==> config.mk <==
export PLATFORM = sky130hd
export DESIGN_NAME = horizontal_timing
export DESIGN_NICKNAME = d
export VERILOG_FILES = /design/src/rtl/horizontal_timing.sv
export SDC_FILE = /design/constraint.sdc
export NUM_CORES = 1
export LEC_CHECK = 0
export ABC_AREA = 1
export CAP_MARGIN = 20
export CORE_ASPECT_RATIO = 0.8
export CORE_MARGIN = 1.5
export CORE_UTILIZATION = 45
export DETAILED_ROUTE_END_ITERATION = 8
export PLACE_DENSITY = 0.79
export SYNTH_ARGS = -nofsm -noshare
export SYNTH_HDL_FRONTEND = slang
export SYNTH_SLANG_ARGS = --single-unit
==> constraint.sdc <==
create_clock -name clk -period 1.9 [get_ports clk]
set_clock_uncertainty 0.1 [all_clocks]
set_input_delay 0.19 -clock clk [delete_from_list [all_inputs] [get_ports clk]]
set_output_delay 0.19 -clock clk [all_outputs]
set_load 0.005 [all_outputs]
==> src/rtl/horizontal_timing.sv <==
// Horizontal video timing: pixel-rate divider, column counter, end-of-line strobe
// and a region FSM that produces registered hsync / h_visible.
//
// state     | meaning
// S_VISIBLE | active video, h_counter 0 .. H_VISIBLE-1
// S_FRONT   | front porch
// S_SYNC    | sync pulse, hsync driven to HSYNC_POL
// S_BACK    | back porch, ends on wrap to column 0
module horizontal_timing #(
    parameter int   CLK_DIV   = 4,
    parameter int   H_VISIBLE = 640,
    parameter int   H_FRONT   = 16,
    parameter int   H_SYNC    = 96,
    parameter int   H_BACK    = 48,
    parameter logic HSYNC_POL = 1'b0
) (
    input  logic        clk,
    input  logic        rst,
    input  logic        run,
    output logic        pix_tick,
    output logic [15:0] h_counter,
    output logic        en_v_counter,
    output logic        hsync,
    output logic        h_visible
);

    localparam int H_TOTAL = H_VISIBLE + H_FRONT + H_SYNC + H_BACK;
    localparam int DIV_W   = (CLK_DIV > 1) ? $clog2(CLK_DIV) : 1;

    localparam logic [DIV_W-1:0] DIV_LAST    = DIV_W'(CLK_DIV - 1);
    localparam logic [15:0]      H_LAST      = 16'(H_TOTAL - 1);
    localparam logic [15:0]      FRONT_START = 16'(H_VISIBLE);
    localparam logic [15:0]      SYNC_START  = 16'(H_VISIBLE + H_FRONT);
    localparam logic [15:0]      BACK_START  = 16'(H_VISIBLE + H_FRONT + H_SYNC);

    if (CLK_DIV < 1) begin : g_bad_div
        $error("horizontal_timing: CLK_DIV must be at least 1");
    end
    if (H_VISIBLE < 1 || H_FRONT < 1 || H_SYNC < 1 || H_BACK < 1) begin : g_bad_region
        $error("horizontal_timing: every region length must be non-zero");
    end
    if (H_TOTAL > 65535) begin : g_bad_total
        $error("horizontal_timing: H_TOTAL exceeds 16-bit column range");
    end

    typedef enum logic [1:0] {S_VISIBLE, S_FRONT, S_SYNC, S_BACK} state_t;

    state_t           state;
    state_t           state_next;
    logic [DIV_W-1:0] div;
    logic [15:0]      h_next;
    logic             div_last;

    assign div_last = (div == DIV_LAST);

    // Strobes are combinational so the vertical counter advances on the wrap edge.
    assign pix_tick     = run && div_last && !rst;
    assign en_v_counter = pix_tick && (h_counter == H_LAST);

    assign h_next = (h_counter == H_LAST) ? 16'd0 : h_counter + 16'd1;

    // Next region is decided from the column being loaded, keeping state and counter aligned.
    always_comb begin
        state_next = state;
        unique case (state)
            S_VISIBLE: if (h_next == FRONT_START) state_next = S_FRONT;
            S_FRONT:   if (h_next == SYNC_START)  state_next = S_SYNC;
            S_SYNC:    if (h_next == BACK_START)  state_next = S_BACK;
            S_BACK:    if (h_next == 16'd0)       state_next = S_VISIBLE;
            default:   state_next = S_VISIBLE;
        endcase
    end

    always_ff @(posedge clk) begin
        if (rst) begin
            div       <= '0;
            h_counter <= 16'd0;
            state     <= S_VISIBLE;
            h_visible <= 1'b1;
            hsync     <= ~HSYNC_POL;
        end else if (run) begin
            div <= div_last ? '0 : div + DIV_W'(1);
            if (div_last) begin
                h_counter <= h_next;
                state     <= state_next;
                h_visible <= (state_next == S_VISIBLE);
                hsync     <= (state_next == S_SYNC) ? HSYNC_POL : ~HSYNC_POL;
            end
        end
    end

endmodule

## Word level (Yosys, flattened, before mapping)

Cells that the tools add are included.

- Register bits after elaboration: 22
- Input bits: 3
- Output and inout port bits: 20
- Logic and storage cells: 32

- Reduce and logical (&&, ||, !) cells: 8
- Add/subtract/negate cells: 2
- Eq/ne operators: 9
- Mux-type cells: 8

Operators with widths:

| cell | number |
|---|---|
| $eq 16x10->1 const B | 4 |
| $add 16x1->16 const B | 1 |
| $logic_not 16->1 | 1 |
| $mux 16 | 1 |
| $mux 2 | 5 |
| $eq 2x2->1 const B | 4 |
| $pmux 2 s4 | 1 |
| $logic_not 2->1 | 2 |
| $logic_and 1x1->1 | 3 |
| $add 2x1->2 const B | 1 |
| $eq 2x1->1 const B | 1 |
| $reduce_and 2->1 | 1 |
| $logic_not 1->1 | 1 |
| $mux 1 | 1 |

## Longest topological paths before layout

Gate-level depths: netlist of run 1.

- Depth after elaboration: 7
- Gate-level depth with buffers: 16
- Mapped depth without buffers: 16

## Worst setup path after synthesis of run 1

OpenSTA, ideal clock, no wires.

- Path type: register -> register
- Start point: reg h_counter[0]
- End point: reg hsync
- Path buffers: 0
- Period minus slack after synthesis: 1.928 ns
- Library setup time: 0.113 ns
- Arrival time: 1.715 ns
- Data required time: 1.687 ns
- Setup slack: -0.028 ns
- Stages on the path, launching flop included: 17
- Path through: dfxtp_1 -> ha_1 -> nand2_1 -> clkinv_2 -> nand2_2 -> nor2_2 -> nand2_2 -> nand2_1 -> nand2_1 -> nor2_2 -> nand3_2 -> nand2_2 -> nand2_1 -> nand2_1 -> nand2_2 -> nor2_1 -> nor2_1

- Cells in the longest elaborated chain, start to end: 7
- Elaborated cells on any way between the ends: 14
- Those cells by class: add/sub: 1; eq/ne: 5; mux: 7; reduce/logical: 1

Ends and longest elaborated chain:

| item | RTL line | RTL |
|---|---|---|
| start, declared | 21 | `output logic [15:0] h_counter,` |
| start signal, assigned | 84 | `h_counter <= h_next;` |
| $add 16x1->16 or $eq 16x10->1 (tied branches) | 60 | `assign h_next = (h_counter == H_LAST) ? 16'd0 : h_counter + 16'd1;` |
| $mux 16 * | 60 |  |
| $eq 16x10->1, or another cell as far along | 68 | `S_SYNC: if (h_next == BACK_START) state_next = S_BACK;` |
| $mux 2 (on tied branches) | n/a |  |
| $pmux 2 s4 * | 65 | `unique case (state)` |
| $eq 2x2->1 * | 87 | `hsync <= (state_next == S_SYNC) ? HSYNC_POL : ~HSYNC_POL;` |
| $mux 1 * | 87 |  |
| end signal, assigned | 80 | `hsync <= ~HSYNC_POL;` |
| end signal, assigned | 87 |  |
| end, declared | 23 | `output logic hsync,` |

Mark *: on every way between the ends. The rest lies on a longest branch, timed or not.
A chain may end at the register's enable or synchronous reset.

## Worst setup path in the final report of run 1

- Start point: reg h_counter[1]
- End point: reg h_visible

- Cells in the longest elaborated chain, start to end: 6
- Elaborated cells on any way between the ends: 13
- Those cells by class: add/sub: 1; eq/ne: 4; mux: 6; reduce/logical: 2

Ends and longest elaborated chain:

| item | RTL line | RTL |
|---|---|---|
| $add 16x1->16 or $eq 16x10->1 (tied branches) | 60 |  |
| $mux 16 * | 60 |  |
| $eq 16x10->1, or another cell as far along | 68 |  |
| $mux 2 (on tied branches) | n/a |  |
| $pmux 2 s4 * | 65 |  |
| $logic_not 2->1 * | 86 | `h_visible <= (state_next == S_VISIBLE);` |
| end signal, assigned | 86 |  |
| end, declared | 24 | `output logic h_visible` |

Marked as above.

==> summary.md, run 1 <==
The highest layer touched by signal routing is met4. STA classifies the critical path endpoint as a register. The netlist uses 30 different library cells. In this run the worst hold path is classified as register to register. For this design the top-level I/O count stands at 23. The final routed wire length divided by cell count came out at 15.9 um. The library cell with the highest instance count after synthesis was nand2_1.

The longest clock path from root to sink contains 2 buffers. In this run the worst path has a maximum fanout of 7. The tools report the count of unresolved DRC violations after routing as 0. The tree is rooted in a clkbuf_8. In this run, the number of DRC markers left after iteration 0 of detailed routing was 150.

The relative max-transition margin was 0.634; the share of synthesized area occupied by flip-flops and latches was 0.298. Sorting the synthesized cells by area gives the leading types as dfxtp_1 (30%), nand2_1 (14%), inv_1 (6.8%), nand3_1 (6.1%), nor2_1 (6.1%). Data required time at the worst endpoint: 1970 ps. The smallest clock period supported by the final layout is computed as 2090 ps. For the pin with the worst max-slew slack, the measured transition is 548 ps. The die extent in x works out to 67.1 um. Using the TritonRoute via totals, the vias-per-cell ratio works out to 5.63. The share of total power consumed by net switching is 0.227. Across the VDD grid, the largest voltage drop is 0.497 mV. For this block, the routed nets add up to 5290 um of wire. Yosys printed 0 warnings. For the proportion of power drawn by combinational gates, the log shows 0.071. Once detailed placement completed, the half-perimeter wirelength came to 3010 um.

The run gives 0 as the number of maximum-capacitance constraint violations. The final count of hold timing violations came out at 0. The tools report the static leakage as 1.16 nW. In this run the tool buffered the top-level ports with 22 buffer cells. Hold repair after CTS inserted 0 buffers. In this run the core area contains 18 standard-cell rows. Post-synthesis cell count: 224.

The routed length on met3 came out at 510 um. The share of the synthesized area in the top cell type is 0.298, and the sink count of the clock tree is 22. Cell-internal power: 679 uW. The commonest cells after synthesis are nand2_1 (54), inv_1 (27), nor2_1 (24). Mapped cell area: 0.00148 mm2.

In the final design database the tool counted 300 nets. The count of nets left with antenna violations once routing finished came out at 0. The maximum number of pins on one net before global-route repair came out at 16.

The most common flop cell mapped by yosys is dfxtp_1. Clock-pin slew was measured on the worst setup and hold paths at 90 ps. The number of nets in the synthesized netlist is 229. The tools report the total setup violations reported at the end of the flow as 4.

The share of flip-flops with an asynchronous set or reset was 0. The final-report max-slew violation count is 0, and the fraction of the core area covered by cells at the end of the flow is 0.764. For this run, the top clock speed supported by timing is 0.479 GHz. The analysis attributes to net switching a power of 199 uW. The logs give 2160 ps for the worst endpoint data arrival time and 2500 um for the detailed route wirelength on metal2. Final worst slack: -187 ps. The tools report the iteration count of the initial detailed-routing pass as 6.

The number of clock buffers inserted by TritonCTS was 3. The tools report the clock network fraction of design power as 0.393. TritonCTS built the clock tree. The remaining global-route overflow is 0. The H-tree depth came out at 1. The congestion estimate from routability-driven global placement came to 0.888.

In this run the standard cell core region covers 0.00311 mm2. The proportion of layout cells with a drive suffix above 1 works out to 0.415. Critical path class: register to register. The relative contribution of sequential cells to total power came out at 0.536.

The tools report the initial antenna violation count as 0. The floorplan step defined a die boundary enclosing 0.00364 mm2. For the diode insertion count for antenna repair, the log shows 0. The largest total area in the synthesized netlist belongs to dfxtp_1. The global router's overall resource usage is 0.257, and the total routed wire length on the met1 layer is 2080 um. The run gives -568 ps as the final-layout setup total negative slack. The startpoint class of the critical path was a register. For the clock latency on the worst-skew pair, the log shows 270 ps. Power per cell area: 370 mW/mm2. The number of synthesized flops with an enable pin is 0, and the average cell area after synthesis is 6.61 um2.

The via count of the first global-routing pass is 1521, and the first-pass GRT wire length is 6910 um. For this block, the via count after detailed routing is 1879. In this run, synthesis produced a sequential element count of 22.

The flow ran to the end, but the final reports show violations. Setup repair after global routing could not meet its margin everywhere. The starting density of the core is 0.476. The layout overhead on the synthesized area works out to 60.4%.

The final reports fail on setup timing. The final critical-path share of the clock period was 1.10; the die outline height was 54.3 um.
-- power groups by stage --
stage	logic [mW]	registers [mW]	clock network (mW)
after floorplan	0.0242	0.483	0
after global placement	0.0532	0.483	0
after detailed placement	0.0542	0.483	0
after CTS	0.0555	0.471	0.350
after global routing	0.0667	0.471	0.367
final	0.0622	0.471	0.345
-- cell usage in the layout (no fill, tap or decap), drive strengths merged, types with 5 or more instances in the layout --
cell type       n
nand2          69
buf            46
nor2           33
inv            29
dfxtp          22
clkdlybuf4s50  20
nand3          20
o22ai          13
nand4          10
o21ai           7
a21oi           6
clkbuf          5
-- stage by stage --
step / cells / cell area (um2) / power (mW) / hold WS (ps) / worst slack (ps)
5_1_grt: 334 / 2370 / 0.905 / 434 / -272
6_report: 334 / 2370 / 0.878 / 399 / -187
2_1_floorplan: 224 / 1490 / 0.508 / 161 / 44.1
4_1_cts: 326 / 2190 / 0.877 / 393 / -26.2
3_3_place_gp: 315 / 1980 / 0.536 / 363 / -209
3_5_place_dp: 315 / 1980 / 0.537 / 374 / -187
-- worst max-delay path, cell delays in order, from the launching register on --
cell and delay, ps:
dfxtp_2 370, ha_4 180, nand2_4 60, inv_4 70
nand2_4 70, nor2_4 130, nand2_4 130, nand2_4 120
nand2_4 70, nor2_4 110, nand3_2 80, nand2_2 90
buf_4 100, nand3_1 110, nand2_1 120, o21ai_1 60
-- final cells by class --
class	instances	area (um2)
Clock buffer	4	55.1
Inverter	30	118
Timing Repair Buffer	68	578
Tap cell	40	50.0
Sequential cell	22	465
Fill cell	207	733
Multi-Input combinational cell	170	1110
-- what timing repair did --
action / 4_1_cts / 5_1_grt
resized for setup: 34 / 38
buffers inserted: 7 / 8
endpoints found under the setup margin: 4 / 6
pin swaps: 14 / 35
-- path summary, 6_finish.rpt --
path	startpoint	end	slack, ps	cells past startpoint
worst max-delay path	h_counter[1]$_SDFFE_PP0P_	h_visible$_SDFFE_PP1P_	-190	15
worst min-delay path	hsync$_SDFFE_PP1P_	hsync$_SDFFE_PP1P_	400	2
worst max register to register	h_counter[1]$_SDFFE_PP0P_	h_visible$_SDFFE_PP1P_	-190	15
worst min register to register	hsync$_SDFFE_PP1P_	hsync$_SDFFE_PP1P_	400	2
-- state kept, by name, summed over array words and instances, names as in the netlist --
register	flops
hsync	1
div	2
h_visible	1
h_counter	16
state	2
-- kinds of logic (layout without fill, tap and decap cells) --
logic type	Yosys count	count (layout)	synth area share
adders and majority gates	2	2	0.0169
xor gates and xnor gates	2	2	0.0118
and+or+nand+nor	136	136	0.472
DFF	22	22	0.298
AOI/OAI and AO/OA	30	30	0.120
buffers and inverters	32	102	0.0820
-- per-layer routing --
metal	up-vias	global-route usage
met5	-	0
met1	839	0.353
li1	885	-
met4	0	0.0952
met3	29	0.0432
met2	126	0.409
(Power assumes the default switching activity.)
==> run 2: changes to the inputs <==
CTS_BUF_LIST = sky130_fd_sc_hd__clkbuf_16   (was default)
==> run 2 against run 1 <==
Effect of this change: the run still ends with setup timing left; sequential power hardly changed; global-route usage grew 0.22 points; first-iteration DRC count up 11%; final cell count fell by 1.2%; fmax is 1.9% higher; hold slack lost 15 ps; power grew 13%; critical path depth fell by 1; largest power group unchanged; highest routed layer unchanged.
==> summary.md, run 2 (synthesis results as in run 1) <==
Detailed placement HPWL: 3010 um (unchanged). The logs give 0.00234 mm2 (-1.3%) for the design area and 0 (unchanged) for the remaining global-route overflow. The tools report the total setup violations reported at the end of the flow as 4 (unchanged).

The count of unresolved DRC violations after routing is 0 (unchanged), and the transition time at the pin with the least slew margin is 565 ps (+17.3 ps). The die area came out at 0.00364 mm2 (unchanged). Setup repair after global routing could not meet its margin everywhere. The CTS clock-pin slew for the worst setup and hold paths works out to 60 ps (-30 ps). The tools report the worst endpoint data arrival time as 2150 ps (about the same).

TritonCTS built the clock tree. Leaving out fill and tap cells, the most frequent cells in the layout are nand2_1 (44), buf_4 (38), inv_1 (25), clkdlybuf4s50_1 (20), nor2_1 (17). The run gives 0 (unchanged) as the diode insertion count for antenna repair.

The flow ran to the end, but the final reports show violations. The die outline height was 54.3 um (unchanged). The relative max-transition margin is 0.623 (-0.0115). The final routed wire length divided by cell count was 14.6 um (-7.7%); the cell-internal power was 776 uW (+14%).

The logs give 166 (+11%) for the iteration-0 DRC count of the detailed router and 296 (-1.3%) for the post-layout net count. The run gives 1 (unchanged) as the H-tree depth. The logs give 1844 (-1.9%) for the number of vias in the routed layout and 0.259 (+0.00223) for the global router's overall resource usage.

The clock latency on the worst-skew pair is 260 ps (about the same). The shortest period the worst path allows was 2050 ps (-38.3 ps); the area of the core region was 0.00311 mm2 (unchanged). The tools report the total routed wirelength as 4830 um (-8.8%). The final reports fail on setup timing.

The tools report the maximum number of pins on one net before global-route repair as 16 (unchanged). The run gives 0.754 (-0.00966) as the fraction of the core area covered by cells at the end of the flow. Count of pins on the block boundary: 23 (unchanged). The maximum fanout count along the critical path came out at 7 (unchanged). The path class of the tightest hold or removal check is register to register. The startpoint class of the critical path was a register. The worst setup path is captured at a register. The run gives 214 (+3.4%) as the count of fill cells added during filler insertion. The proportion of layout cells with a drive suffix above 1 is 0.383 (-0.0322). h_counter holds more flip-flops than any other register. The routability congestion estimate from global placement was 0.888 (unchanged); the power per cell area was 425 mW/mm2 (+15%).

The tools report the initial antenna violation count as 0 (unchanged). The die extent in x is 67.1 um (unchanged). The tools report the maximum clock frequency as 0.488 GHz (+1.9%). The switching power was 220 uW (+10%); the number of non-filler instances in the completed layout was 330 (-1.2%).

The remaining antenna violation count after routing was 0 (unchanged); the share of total power consumed by net switching was 0.221 (-0.00605). For the data required time at the worst endpoint, the log shows 2000 ps (+30 ps). For the starting density of the core, the log shows 0.476 (unchanged). The number of vias per cell after detailed routing came out at 5.59 (-0.67%). The critical path is of the register to register type. The logs give 0.474 (-0.062) for the relative contribution of sequential cells to total power and -149 ps (+38.3 ps) for the final worst slack.

The overall power was 996 uW (+13%); the area taken by flip-flops and latches was 460 um2 (-1.1%). For the number of maximum-capacitance constraint violations, the log shows 0 (unchanged). First-pass GRT wire length: 6990 um (+1.2%).

Relative to the synthesized area, the layout overhead comes to 58.4%. The run gives 7 (+1) as the iteration count of the initial detailed-routing pass. The largest voltage drop on the vdd net was 0.529 mV (+6.5%); the static leakage was 1.14 nW (-1.6%). The number of placement rows was 18 (unchanged); the number of buffers inserted by port buffering was 22 (unchanged). The largest registers in the layout are h_counter x16, div x2, state x2. The run gives 2 (unchanged) as the number of buffers on the longest clock path. The hold buffer count at cts was 0 (unchanged); the final critical-path share of the clock period was 1.08 (-0.0202). Number of clock buffers inserted by TritonCTS: 3 (unchanged). The proportion of power drawn by combinational gates was 0.058 (-0.013); the count of placed standard cells including taps was 315 (unchanged). The library cell used most frequently in the layout, excluding fill and tap cells, is nand2_1. The flip-flop count of the largest register after layout is 16 (unchanged). The logs give 1523 (+0.13%) for the via count of the first global-routing pass and 0.00109 mm2 (-1.5%) for the area taken by multi-input logic gates. The final-report max-slew violation count was 0 (unchanged); the sink count of the clock tree was 22 (unchanged). In this run the clock root is driven by a clkbuf_16. The tools report the final count of hold timing violations as 0 (unchanged). The clock network fraction of design power is 0.469 (+0.076), and the area of placed instances is 0.00198 mm2 (unchanged).
==> run 2: cell types whose count changed in the layout (fill, tap and decap cells not counted), moves of 2 or more <==
cell,before,now
clkbuf_8,4,0
clkbuf_16,0,3
nand3_1,11,14
dfxtp_1,8,10
buf_4,42,38
nand3_2,7,4
==> run 2: area by class of cell <==
| class | count | area share |
|---|---|---|
| clock inverters | 1 | 0.00160 |
| multi-input cells | 170 | 0.466 |
| inverters | 30 | 0.0491 |
| clock buffers | 3 | 0.0320 |
| flip-flops and latches | 22 | 0.196 |
| repair buffers | 64 | 0.234 |
| well taps | 40 | 0.0213 |
==> run 2: worst max-delay path, stage by stage (launching register included) <==
cell	delay, ps
dfxtp_2	360
ha_4	180
nand2_4	60
inv_4	70
nand2_4	70
nor2_4	130
nand2_4	130
nand2_4	120
buf_6	100
nand3_2	60
nor2_1	120
nand4_1	160
nand4_1	180
nor2_2	60
nor2_1	100
==> run 2: what timing repair did <==
| action | CTS | global route |
|---|---|---|
| pin swaps | 15 | 26 |
| cloned | 0 | 0 |
| setup buffers | 6 | 5 |
| resized for setup | 32 | 33 |
| endpoints found under the setup margin | 4 | 6 |
==> run 2: power by group through the flow <==
stage / clock (mW) / combinational [mW] / sequential, mW
CTS: 0.458 / 0.0556 / 0.472
floorplan: 0 / 0.0242 / 0.483
global placement: 0 / 0.0532 / 0.483
detailed placement: 0 / 0.0542 / 0.483
global route: 0.482 / 0.0645 / 0.473
finish: 0.467 / 0.0575 / 0.472
==> run 2: final timing paths <==
path,to,slack [ps],cells after the start,from
worst min register to register,h_visible$_SDFFE_PP1P_,380,2,h_visible$_SDFFE_PP1P_
worst max-delay path,hsync$_SDFFE_PP1P_,-150,14,h_counter[1]$_SDFFE_PP0P_
worst min-delay path,h_visible$_SDFFE_PP1P_,380,2,h_visible$_SDFFE_PP1P_
worst max register to register,hsync$_SDFFE_PP1P_,-150,14,h_counter[1]$_SDFFE_PP0P_
==> run 2: metal layers <==
| layer | global-route usage | routed length [um] | vias up |
|---|---|---|---|
| met3 | 0.0432 | 427 | 25 |
| met5 | 0 | 0 | - |
| met4 | 0.102 | 139 | 0 |
| li1 | - | - | 881 |
| met1 | 0.352 | 2060 | 842 |
| met2 | 0.416 | 2210 | 96 |
==> run 2: stage by stage <==
step / hold WS, ps / setup TNS [ps] / worst slack [ps]
final: 384 / -359 / -149
after detailed placement: 374 / -292 / -187
after floorplan: 161 / 0 / 44.1
after global routing: 431 / -761 / -227
after global placement: 363 / -248 / -209
after CTS: 388 / -25.1 / -20.2
